### config.mk
export PLATFORM = sky130hd
export DESIGN_NAME = fpu_div_sequencer_flat
export DESIGN_NICKNAME = d
export VERILOG_FILES = /design/src/rtl/fpu_div_sequencer_pkg.sv /design/src/rtl/fpu_div_sequencer_if.sv /design/src/rtl/fpu_div_sequencer_fifo.sv /design/src/rtl/fpu_div_sequencer.sv /design/src/flat_wrapper.sv
export SDC_FILE = /design/constraint.sdc
export NUM_CORES = 1
export LEC_CHECK = 0
export ABC_AREA = 1
export CAP_MARGIN = 5
export CORE_UTILIZATION = 45
export DETAILED_ROUTE_END_ITERATION = 8
export DONT_BUFFER_PORTS = 1
export PLACE_DENSITY = 0.67
export SLEW_MARGIN = 20
export SYNTH_ARGS = -nofsm -noshare
export SYNTH_HDL_FRONTEND = slang
export SYNTH_SLANG_ARGS = --single-unit
### constraint.sdc
create_clock -name clock -period 2.7 [get_ports clock]
set_input_delay 0.405 -clock clock [delete_from_list [all_inputs] [get_ports clock]]
set_output_delay 0.405 -clock clock [all_outputs]
set_load 0.02 [all_outputs]
### src/rtl/fpu_div_sequencer_pkg.sv
// Shared types and helpers for the fpuDivider issue/retire sequencer.
// Holds the sequencer state encoding, default geometry and the width
// helpers used to size FIFO pointers and the occupancy counter.
package fpu_div_sequencer_pkg;

    // state      | meaning
    // SEQ_IDLE   | no operation in flight, waiting for a queued pair
    // SEQ_ISSUE  | divStart pulsed this cycle with the FIFO head on divIn1/divIn2
    // SEQ_BUSY   | divider working, waiting for the first divDone
    // SEQ_HOLD   | quotient captured, waiting for downstream to take it
    typedef enum logic [1:0] {
        SEQ_IDLE  = 2'd0,
        SEQ_ISSUE = 2'd1,
        SEQ_BUSY  = 2'd2,
        SEQ_HOLD  = 2'd3
    } fpuDivSeqState_t;

    localparam int unsigned DEF_WIDTH = 16;
    localparam int unsigned DEF_DEPTH = 2;

    // Occupancy counter must hold the value DEPTH itself.
    function automatic int unsigned cnt_bits(input int unsigned depth);
        return $clog2(depth + 1);
    endfunction

    // A single-entry FIFO still needs a 1-bit pointer to stay legal.
    function automatic int unsigned ptr_bits(input int unsigned depth);
        return (depth > 1) ? $clog2(depth) : 1;
    endfunction

endpackage

### src/rtl/fpu_div_sequencer_if.sv
// Bundle of the sequencer's upstream, downstream and divider-side signals.
//   slave  : seen from the sequencer (takes inA/inB, drives divIn*/divStart,
//            takes divOut/divDone, drives outValid/outResult/pending)
//   master : seen from the surrounding pipeline and divider
interface fpu_div_sequencer_if
    import fpu_div_sequencer_pkg::*;
#(
    parameter int unsigned WIDTH = DEF_WIDTH,
    parameter int unsigned DEPTH = DEF_DEPTH
);
    localparam int unsigned CW = cnt_bits(DEPTH);

    logic             inValid;
    logic             inReady;
    logic [WIDTH-1:0] inA;
    logic [WIDTH-1:0] inB;
    logic [WIDTH-1:0] divIn1;
    logic [WIDTH-1:0] divIn2;
    logic             divStart;
    logic [WIDTH-1:0] divOut;
    logic             divDone;
    logic             outValid;
    logic             outReady;
    logic [WIDTH-1:0] outResult;
    logic [CW-1:0]    pending;

    modport slave (
        input  inValid, inA, inB, divOut, divDone, outReady,
        output inReady, divIn1, divIn2, divStart, outValid, outResult, pending
    );

    modport master (
        output inValid, inA, inB, divOut, divDone, outReady,
        input  inReady, divIn1, divIn2, divStart, outValid, outResult, pending
    );

endinterface

### src/rtl/fpu_div_sequencer_fifo.sv
// Operand FIFO for the divider sequencer: DEPTH entries of DATA_W bits.
// Ports:
//   clock, reset  : clock and asynchronous active-high reset
//   push_i/data_i : write one entry (ignored when full)
//   pop_i         : drop the head entry (ignored when empty)
//   head_o        : current head, forced to zero while empty
//   count_o       : occupancy, 0..DEPTH
//   full_o/empty_o: occupancy flags
// DEPTH must be a power of two.
module fpu_div_fifo
    import fpu_div_sequencer_pkg::*;
#(
    parameter int unsigned DATA_W = 2 * DEF_WIDTH,
    parameter int unsigned DEPTH  = DEF_DEPTH
) (
    input  logic                       clock,
    input  logic                       reset,
    input  logic                       push_i,
    input  logic [DATA_W-1:0]          data_i,
    input  logic                       pop_i,
    output logic [DATA_W-1:0]          head_o,
    output logic [cnt_bits(DEPTH)-1:0] count_o,
    output logic                       full_o,
    output logic                       empty_o
);
    localparam int unsigned AW = ptr_bits(DEPTH);
    localparam int unsigned CW = cnt_bits(DEPTH);

    logic [DATA_W-1:0] mem_q [DEPTH];
    logic [AW-1:0]     wr_ptr_q, wr_ptr_d;
    logic [AW-1:0]     rd_ptr_q, rd_ptr_d;
    logic [CW-1:0]     count_q, count_d;
    logic              do_push, do_pop;

    assign full_o  = (count_q == CW'(DEPTH));
    assign empty_o = (count_q == '0);
    assign do_push = push_i && !full_o;
    assign do_pop  = pop_i && !empty_o;
    assign count_o = count_q;

    // Zero while empty so the divider inputs never show a stale entry.
    assign head_o = empty_o ? '0 : mem_q[rd_ptr_q];

    always_comb begin
        wr_ptr_d = wr_ptr_q;
        rd_ptr_d = rd_ptr_q;
        count_d  = count_q;
        if (do_push) begin
            wr_ptr_d = (wr_ptr_q == AW'(DEPTH - 1)) ? '0 : wr_ptr_q + 1'b1;
        end
        if (do_pop) begin
            rd_ptr_d = (rd_ptr_q == AW'(DEPTH - 1)) ? '0 : rd_ptr_q + 1'b1;
        end
        unique case ({do_push, do_pop})
            2'b10:   count_d = count_q + 1'b1;
            2'b01:   count_d = count_q - 1'b1;
            default: count_d = count_q;
        endcase
    end

    always_ff @(posedge clock or posedge reset) begin
        if (reset) begin
            wr_ptr_q <= '0;
            rd_ptr_q <= '0;
            count_q  <= '0;
        end else begin
            wr_ptr_q <= wr_ptr_d;
            rd_ptr_q <= rd_ptr_d;
            count_q  <= count_d;
        end
    end

    // Storage needs no reset: the head is masked until an entry is written.
    always_ff @(posedge clock) begin
        if (do_push) begin
            mem_q[wr_ptr_q] <= data_i;
        end
    end

endmodule

### src/rtl/fpu_div_sequencer.sv
// Issue/retire front end wrapped around fpuDivider. Operand pairs are
// queued, issued one at a time, and the quotient is held on a valid/ready
// output so the pipeline never tracks divider latency.
// Ports:
//   clock : rising-edge clock
//   reset : asynchronous active-high reset (shared with the divider)
//   bus   : slave side of fpu_div_sequencer_if (upstream inValid/inReady/
//           inA/inB, divider divIn1/divIn2/divStart/divOut/divDone,
//           downstream outValid/outReady/outResult, FIFO occupancy pending)
//
// state      | meaning
// SEQ_IDLE   | nothing in flight; go issue once the FIFO holds a pair
// SEQ_ISSUE  | one-cycle divStart with the FIFO head on divIn1/divIn2
// SEQ_BUSY   | wait for divDone; first one captures divOut and pops the head
// SEQ_HOLD   | outValid high until outReady, then issue next or go idle
module fpu_div_sequencer
    import fpu_div_sequencer_pkg::*;
#(
    parameter int unsigned WIDTH = DEF_WIDTH,
    parameter int unsigned DEPTH = DEF_DEPTH
) (
    input  logic               clock,
    input  logic               reset,
    fpu_div_sequencer_if.slave bus
);
    localparam int unsigned CW = cnt_bits(DEPTH);

    fpuDivSeqState_t  state_q, state_d;
    logic             out_valid_q, out_valid_d;
    logic [WIDTH-1:0] out_result_q, out_result_d;

    logic               fifo_push, fifo_pop;
    logic [2*WIDTH-1:0] fifo_head;
    logic [CW-1:0]      fifo_count;
    logic               fifo_full, fifo_empty;

    // inReady looks only at occupancy; a same-cycle pop never frees a slot.
    assign fifo_push = bus.inValid && !fifo_full;
    // The head leaves only at retire, so divIn1/divIn2 hold through done.
    assign fifo_pop  = (state_q == SEQ_BUSY) && bus.divDone;

    fpu_div_fifo #(
        .DATA_W (2 * WIDTH),
        .DEPTH  (DEPTH)
    ) u_fifo (
        .clock   (clock),
        .reset   (reset),
        .push_i  (fifo_push),
        .data_i  ({bus.inA, bus.inB}),
        .pop_i   (fifo_pop),
        .head_o  (fifo_head),
        .count_o (fifo_count),
        .full_o  (fifo_full),
        .empty_o (fifo_empty)
    );

    always_comb begin
        state_d      = state_q;
        out_valid_d  = out_valid_q;
        out_result_d = out_result_q;
        unique case (state_q)
            SEQ_IDLE: begin
                if (!fifo_empty && !out_valid_q) begin
                    state_d = SEQ_ISSUE;
                end
            end
            SEQ_ISSUE: begin
                state_d = SEQ_BUSY;
            end
            SEQ_BUSY: begin
                if (bus.divDone) begin
                    out_result_d = bus.divOut;
                    out_valid_d  = 1'b1;
                    state_d      = SEQ_HOLD;
                end
            end
            SEQ_HOLD: begin
                if (bus.outReady) begin
                    out_valid_d = 1'b0;
                    // No pop can happen here, so only a push can add work.
                    state_d = (!fifo_empty || fifo_push) ? SEQ_ISSUE : SEQ_IDLE;
                end
            end
            default: begin
                state_d = SEQ_IDLE;
            end
        endcase
    end

    always_ff @(posedge clock or posedge reset) begin
        if (reset) begin
            state_q      <= SEQ_IDLE;
            out_valid_q  <= 1'b0;
            out_result_q <= '0;
        end else begin
            state_q      <= state_d;
            out_valid_q  <= out_valid_d;
            out_result_q <= out_result_d;
        end
    end

    assign bus.inReady   = !fifo_full;
    assign bus.divIn1    = fifo_head[2*WIDTH-1:WIDTH];
    assign bus.divIn2    = fifo_head[WIDTH-1:0];
    assign bus.divStart  = (state_q == SEQ_ISSUE);
    assign bus.outValid  = out_valid_q;
    assign bus.outResult = out_result_q;
    assign bus.pending   = fifo_count;

endmodule

### src/flat_wrapper.sv
// flat-port wrapper written by rule: the top's interface ports become plain ports
module fpu_div_sequencer_flat import fpu_div_sequencer_pkg::*;
#(
    parameter int unsigned WIDTH = DEF_WIDTH,
    parameter int unsigned DEPTH = DEF_DEPTH
)
  (clock, reset, bus_inValid, bus_inA, bus_inB, bus_divOut, bus_divDone, bus_outReady, bus_inReady, bus_divIn1, bus_divIn2, bus_divStart, bus_outValid, bus_outResult, bus_pending);
  fpu_div_sequencer_if #(.WIDTH(WIDTH), .DEPTH(DEPTH)) bus_i ();
  input  logic clock;
  input  logic reset;
  input wire logic [$bits(bus_i.inValid)-1:0] bus_inValid;
  input wire logic [$bits(bus_i.inA)-1:0] bus_inA;
  input wire logic [$bits(bus_i.inB)-1:0] bus_inB;
  input wire logic [$bits(bus_i.divOut)-1:0] bus_divOut;
  input wire logic [$bits(bus_i.divDone)-1:0] bus_divDone;
  input wire logic [$bits(bus_i.outReady)-1:0] bus_outReady;
  output wire logic [$bits(bus_i.inReady)-1:0] bus_inReady;
  output wire logic [$bits(bus_i.divIn1)-1:0] bus_divIn1;
  output wire logic [$bits(bus_i.divIn2)-1:0] bus_divIn2;
  output wire logic [$bits(bus_i.divStart)-1:0] bus_divStart;
  output wire logic [$bits(bus_i.outValid)-1:0] bus_outValid;
  output wire logic [$bits(bus_i.outResult)-1:0] bus_outResult;
  output wire logic [$bits(bus_i.pending)-1:0] bus_pending;
  assign bus_i.inValid = bus_inValid;
  assign bus_i.inA = bus_inA;
  assign bus_i.inB = bus_inB;
  assign bus_i.divOut = bus_divOut;
  assign bus_i.divDone = bus_divDone;
  assign bus_i.outReady = bus_outReady;
  assign bus_inReady = bus_i.inReady;
  assign bus_divIn1 = bus_i.divIn1;
  assign bus_divIn2 = bus_i.divIn2;
  assign bus_divStart = bus_i.divStart;
  assign bus_outValid = bus_i.outValid;
  assign bus_outResult = bus_i.outResult;
  assign bus_pending = bus_i.pending;
  fpu_div_sequencer #(.WIDTH(WIDTH), .DEPTH(DEPTH)) u_core (.clock(clock), .reset(reset), .bus(bus_i));
endmodule
==> impl_results.md, run 1 <==
* Final-report max-slew violation count at 0
* Vert. Die Dim at between 80 and 90 um
* Sort of element at the end of the critical path: primary output
* Setup-violating endpoint count in the final report at 0
* Placed instance count at roughly 390
* Share of final-layout standard cells stronger than drive strength 1 at 0.114
* Inserted Diodes at 0
* Data arrival at the endpoint of the critical path at slightly below 2 ns
* Count of standard-cell rows at 31
* Clock slew at reported path FFs at roughly 0.080 ns
* FF-to-FF End: u_core.u_fifo.count_o[1]$_DFFE_PP0P_
* First-pass iteration count of the detailed router at 4
* Fraction of power spent switching nets at 0.416
* Layout Skew at around 0.0059 ns
* Tightest Pin Transition at ~0.84 ns
* Required time of the critical path at 2.30 ns
* RSZ-0062 raised after global routing: no
* Nets at 361
* Quantity of gates resized following cts at 0
* Number of clock buffers inserted by TritonCTS at 9
* Final setup TNS at 0 ns
* Die span in x at approximately 90 um
* Hold-fix buffers, CTS at 0
* Number of enable-type register cells in the synthesized netlist at 64
* Remaining routing DRC violations at 0
* GPL Wtd Cong at roughly 0.74
* Final hold violation count at 0
* Worst min path class: in -> async
* Kind of launch point of the worst setup path: flip-flop
* Netlist cell types at 19
* Worst reg2reg setup slack at ~0.73 ns
* Reg2reg path depth at 8
* Setup Fix Bufs, Post-CTS at 0
* Final Total Pwr at about 4900 uW
* Final design area excluding fillers at approximately 3800 um^2
* Dpl hpwl at 4230 um
* Pin count of the biggest net entering global routing at 34
* Port Buffer Count at 0
* Start point of the critical path: u_core.u_fifo.count_o[0]$_DFFE_PP0P_
* CTS sink cnt at 87
* Total of flip-flops plus latches after synthesis at 87
* Combined global-route utilization of all metal layers at 0.166
* RR Startpoint: u_core.state_q[0]$_DFFE_PP0P_
* P_sw at 2040 uW
* Setup CP Type: reg -> out
* CTS H-Tree Depth at 3
* Synthesized area at roughly 3400 um^2
* Synthesized netlist cell count at between 200 and 300
* Number of nets with antenna violations after detailed routing at 0
* Synth top area cells: sky130_fd_sc_hd__edfxtp_1, sky130_fd_sc_hd__dfrtp_1, sky130_fd_sc_hd__nand2_1, sky130_fd_sc_hd__a21oi_1, sky130_fd_sc_hd__ha_1
* Flip-flop cell with the highest count after synthesis: sky130_fd_sc_hd__edfxtp_1
* Root buf cell: sky130_fd_sc_hd__clkbuf_8
* Area of placed instances at 3610 um^2
* Maxcap violations at 0
* Number of global-route vias before repair at about 2000
* Post-DR vias/cell at ~5
* Max transition margin at 0.440
* Achievable clock frequency at 428 MHz
* Core area at about 7300 um^2
* Initial antenna violation count at 0
* Yosys top cell area share at 0.561
* Combinational share of power at 0.352
* Post-detailed-route wirelength per cell at roughly 15 um
* Aggregate global routing overflow at 0
* Post-synth net total at 351
* Filler-free cell count of the finished design at 407
* Per-instance average area after synthesis at roughly 12 um^2
* First-pass GRT wire length at roughly 9400 um
* Final period util at 0.866
* Clock insertion delay at the later pin of the skew report at 0.34 ns
* Power density cells at between 1000 and 1500 nW/um^2
* Largest vdd supply drop at between 400 and 500 uV
* Number of DRC markers after the initial detailed-route iteration at 72
* Sequential fraction of the synthesis area at 0.729
* Count of pins on the block boundary at approximately 110
* Crit path time final at 2.34 ns
* Result of the run: finished clean
* Largest driver fanout on the critical path at 20
* CTS tree: yes
* Leak at ~0.0016 uW
* Internal power of the cells at about 2900 uW
* Final wirelength at between 6000 and 7000 um
* Worst setup endpoint: bus_divIn1[15]
* Library cell occupying the most area in the post-synthesis netlist: sky130_fd_sc_hd__edfxtp_1
* Total via count after detailed routing at 2006
* Max Buffers Root-to-Sink at 2
* Synthesis warning total at 0
* Area of the die at 7960 um^2
* Initial core utilization at 0.470
* Clock network power share at 0.194
* Async set or reset register ratio after synthesis at 0.264
* Area growth syn-to-layout at 11.6%
* Fraction of power consumed by sequential logic at 0.454
==> Yosys cell counts (2+ instances only) <==
library cell,number
sky130_fd_sc_hd__o21ai_0,3
sky130_fd_sc_hd__inv_2,2
sky130_fd_sc_hd__buf_2,11
sky130_fd_sc_hd__nand3_1,2
sky130_fd_sc_hd__nor2_1,5
sky130_fd_sc_hd__xnor2_1,2
sky130_fd_sc_hd__inv_1,9
sky130_fd_sc_hd__a21oi_1,34
sky130_fd_sc_hd__nand2_2,3
sky130_fd_sc_hd__ha_1,5
sky130_fd_sc_hd__nand2_1,123
sky130_fd_sc_hd__dfrtp_1,23
sky130_fd_sc_hd__edfxtp_1,64
sky130_fd_sc_hd__buf_4,2
==> through the flow <==
step | setup WS [ns] | utilization | hold slack, ns
3_5_place_dp | 0.694 | 0.495 | 0.504
6_report | 0.363 | 0.524 | 0.114
3_3_place_gp | 0.738 | 0.495 | 0.504
5_1_grt | 0.244 | 0.524 | 0.128
2_1_floorplan | 0.00573 | - | 0.407
4_1_cts | 0.310 | 0.524 | 0.132
==> cell type report <==
cell class              count  area (um^2)
fillers                   665         3470
flip-flops and latches     87         2500
multi-input cells         182          831
clock buffers              10          128
well taps                  99          124
repair buffers             12          115
clock inverters             6         85.1
inverters                  11         41.3
==> routing by layer <==
layer,part of all wire,wire [um],track usage,vias to the layer above
li1,-,-,-,991
met1,0.39,2470,0.179,916
met2,0.48,3020,0.280,91
met3,0.11,668,0.0693,8
met4,0.018,113,0.0909,0
met5,0,0,0,-
==> worst min-delay path by stage <==
stage	end	slack, ns	cells after the start
floorplan	u_core.bus.outResult[0]$_DFFE_PP0P_	0.41	1
global placement	u_core.u_fifo.mem_q[0][21]$_DFFE_PP_	0.50	0
detailed placement	u_core.u_fifo.mem_q[0][22]$_DFFE_PP_	0.50	0
CTS	u_core.u_fifo.mem_q[1][30]$_DFFE_PP_	0.13	0
global route	u_core.u_fifo.mem_q[0][24]$_DFFE_PP_	0.13	0
finish	u_core.bus.outResult[7]$_DFFE_PP0P_	0.11	1
==> state kept, by name (all words and copies together) (netlist names) <==
name                    count
u_core.u_fifo.wr_ptr_q      1
u_core.u_fifo.mem_q        64
u_core.state_q              2
u_core.bus.outValid         1
u_core.bus.outResult       16
u_core.u_fifo.count_o       2
u_core.u_fifo.rd_ptr_q      1
==> critical path: stages (launching register included) <==
cell and delay (ns):
sky130_fd_sc_hd__dfrtp_1 0.55, sky130_fd_sc_hd__nor2_4 0.35, sky130_fd_sc_hd__buf_4 0.32, sky130_fd_sc_hd__buf_4 0.17, sky130_fd_sc_hd__a21oi_1 0.05, sky130_fd_sc_hd__buf_4 0.16
==> power by group through the flow <==
stage	Clock [uW]	Sequential, uW	Combinational (uW)
2_1_floorplan	0	2190	1380
3_3_place_gp	0	2240	1730
3_5_place_dp	0	2240	1760
4_1_cts	976	2220	1760
5_1_grt	1020	2270	1930
6_report	947	2220	1720
==> cells in the final DEF (no fill, tap or decap), types with 3 or more instances in the layout <==
cell type,instances
sky130_fd_sc_hd__buf_4,10
sky130_fd_sc_hd__clkbuf_8,9
sky130_fd_sc_hd__dfrtp_1,23
sky130_fd_sc_hd__a21oi_1,34
sky130_fd_sc_hd__o21ai_0,3
sky130_fd_sc_hd__edfxtp_1,64
sky130_fd_sc_hd__nor2_1,3
sky130_fd_sc_hd__nand2_2,3
sky130_fd_sc_hd__nor2_4,3
sky130_fd_sc_hd__nand2_1,123
sky130_fd_sc_hd__ha_1,5
sky130_fd_sc_hd__inv_1,9
==> cell families after synthesis <==
| family | after synthesis | share of synthesized area |
|---|---|---|
| compound gates | 39 | 0.0585 |
| xor+xnor | 3 | 0.00767 |
| fa+ha+maj | 5 | 0.0183 |
| buf+inv | 24 | 0.0325 |
| flops | 87 | 0.729 |
| simple gates | 135 | 0.154 |
No activity file was read; power rests on OpenSTA's default activity.
==> inputs of run 2 (changes only) <==
CORE_UTILIZATION = 55   (was 45)
PLACE_DENSITY = 0.77   (was 0.67)
==> impl_results.md, run 2 (same netlist as run 1, synthesis figures left out) <==
* Area taken by multi-input logic gates at 831 um^2 (unchanged)
* Number of DRC markers after the initial detailed-route iteration at 172 (+140%)
* Achievable clock frequency at 462 MHz (+7.9%)
* Hold-fix buffers, CTS at 0 (unchanged)
* Vert. Die Dim at 80.9 um (-9.3%)
* Final period util at 0.803 (-0.0632)
* Clock insertion delay at the later pin of the skew report at 0.34 ns (about the same)
* RSZ-0062 raised after global routing: no
* Flip-flop count of the largest register, all copies and words added at 64 (unchanged)
* Largest driver fanout on the critical path at 20 (unchanged)
* Tightest Pin Transition at 0.842 ns (+0.00298 ns)
* First-pass iteration count of the detailed router at 4 (unchanged)
* Sequential cell area at 2500 um^2 (unchanged)
* Crit path time final at 2.17 ns (-0.171 ns)
* Number of clock buffers inserted by TritonCTS at 9 (unchanged)
* Count of pins on the block boundary at 106 (unchanged)
* Data arrival at the endpoint of the critical path at 1.76 ns (-0.17 ns)
* Register bank with the most flops: u_core.u_fifo.mem_q
* Worst min path class: in -> async
* Share of final-layout standard cells stronger than drive strength 1 at 0.108 (-0.00544)
* Pin count of the biggest net entering global routing at 34 (unchanged)
* Final setup TNS at 0 ns (unchanged)
* Largest vdd supply drop at 640 uV (+28%)
* Clock slew at reported path FFs at 0.08 ns (about the same)
* Share of the core filled with cells at 0.626 (+0.102)
* Count of standard-cell rows at 28 (-9.7%)
* Final Total Pwr at 4700 uW (-3.8%)
* Setup Fix Bufs, Post-CTS at 0 (unchanged)
* Commonest cells after routing, fill and taps aside: sky130_fd_sc_hd__nand2_1, sky130_fd_sc_hd__edfxtp_1, sky130_fd_sc_hd__a21oi_1
* Port Buffer Count at 0 (unchanged)
* Worst hold slack across all endpoints at 0.110 ns (-0.00416 ns)
* Max Buffers Root-to-Sink at 2 (unchanged)
* Initial core utilization at 0.575 (+0.105)
* Setup-violating endpoint count in the final report at 0 (unchanged)
* Total via count after detailed routing at 2033 (+1.3%)
* CTS H-Tree Depth at 3 (unchanged)
* Layout Skew at 0.00659 ns (+0.000716 ns)
* Die span in x at 80.9 um (-9.3%)
* Area of placed instances at 3560 um^2 (-1.5%)
* Quantity of gates resized following cts at 0 (unchanged)
* Number of nets with antenna violations after detailed routing at 0 (unchanged)
* Final-report max-slew violation count at 0 (unchanged)
* Final design area excluding fillers at 3730 um^2 (-2.4%)
* Layout filler cell count at 462 (-31%)
* Nets at 358 (-0.83%)
* CTS sink cnt at 87 (unchanged)
* Setup CP Type: reg -> out
* CTS tree: yes
* Sort of element at the end of the critical path: primary output
* Root buf cell: sky130_fd_sc_hd__clkbuf_8
* Post-DR vias/cell at 5.35 (+8.5%)
* Leak at 0.00152 uW (-2.2%)
* Combined global-route utilization of all metal layers at 0.194 (+0.0275)
* GPL Wtd Cong at 0.768 (+4.3%)
* Result of the run: finished clean
* Power density cells at 1260 nW/um^2 (-1.5%)
* Final wirelength at 5940 um (-5.3%)
* Required time of the critical path at 2.30 ns (about the same)
* Area of the die at 6550 um^2 (-18%)
* Aggregate global routing overflow at 0 (unchanged)
* Dpl hpwl at 4100 um (-3.1%)
* Final hold violation count at 0 (unchanged)
* Kind of launch point of the worst setup path: flip-flop
* Remaining routing DRC violations at 0 (unchanged)
* Number of global-route vias before repair at 1909 (-4.8%)
* Initial antenna violation count at 0 (unchanged)
* Maxcap violations at 0 (unchanged)
* Core area at 5960 um^2 (-18%)
* Max transition margin at 0.438 (-0.00199)
* Post-detailed-route wirelength per cell at 15.6 um (+1.4%)
* Area growth syn-to-layout at 8.95%
* First-pass GRT wire length at 8980 um (-4.7%)
* Inserted Diodes at 0 (unchanged)
* Most common library cell in the layout ignoring fill and taps: sky130_fd_sc_hd__nand2_1
-- run 2: final timing paths --
check | to | start | slack [ns] | cells past startpoint
min in group clock | u_core.u_fifo.mem_q[1][6]$_DFFE_PP_ | bus_inB[6] | 0.15 | 0
worst max-delay path | bus_divIn2[0] | u_core.u_fifo.count_o[1]$_DFFE_PP0P_ | 0.53 | 4
worst min register to register | u_core.state_q[1]$_DFFE_PP0P_ | u_core.state_q[1]$_DFFE_PP0P_ | 0.55 | 2
max in group asynchronous | u_core.bus.outResult[12]$_DFFE_PP0P_ | reset | 2.06 | 1
worst max register to register | u_core.u_fifo.mem_q[1][4]$_DFFE_PP_ | u_core.u_fifo.count_o[0]$_DFFE_PP0P_ | 0.75 | 5
worst min-delay path | u_core.bus.outResult[10]$_DFFE_PP0P_ | reset | 0.11 | 1
-- run 2: layer usage --
| metal | global-route usage | wire length, um | vias up |
|---|---|---|---|
| li1 | - | - | 987 |
| met1 | 0.217 | 2250 | 940 |
| met2 | 0.302 | 2920 | 90 |
| met3 | 0.0955 | 591 | 16 |
| met4 | 0.111 | 183 | 0 |
| met5 | 0 | 0 | - |
-- run 2: where the power goes --
part | switching (uW) | internal [uW] | leakage, uW
Sequential | 363 | 1860 | 0.000878
Clock | 426 | 358 | 0.0000853
Combinational | 1240 | 456 | 0.000553
Total | 2030 | 2670 | 0.00152
-- run 2: cell type report --
class                   count  area share
multi-input cells         182       0.223
clock inverters             5     0.00905
well taps                  75      0.0252
flip-flops and latches     87       0.669
repair buffers              9      0.0248
clock buffers              11      0.0379
inverters                  11      0.0111
-- run 2: worst max-delay path: stages (launching register included) --
cell and delay [ns]:
sky130_fd_sc_hd__dfrtp_1 0.53, sky130_fd_sc_hd__nor2_4 0.44, sky130_fd_sc_hd__buf_12 0.21, sky130_fd_sc_hd__a21oi_1 0.06, sky130_fd_sc_hd__buf_4 0.16
-- run 2: metrics by stage --
| step | std cells | setup slack, ns |
|---|---|---|
| after floorplan | 293 | 0.00573 |
| after global placement | 364 | 0.781 |
| after detailed placement | 364 | 0.740 |
| after CTS | 380 | 0.506 |
| after global routing | 380 | 0.426 |
| final | 380 | 0.533 |
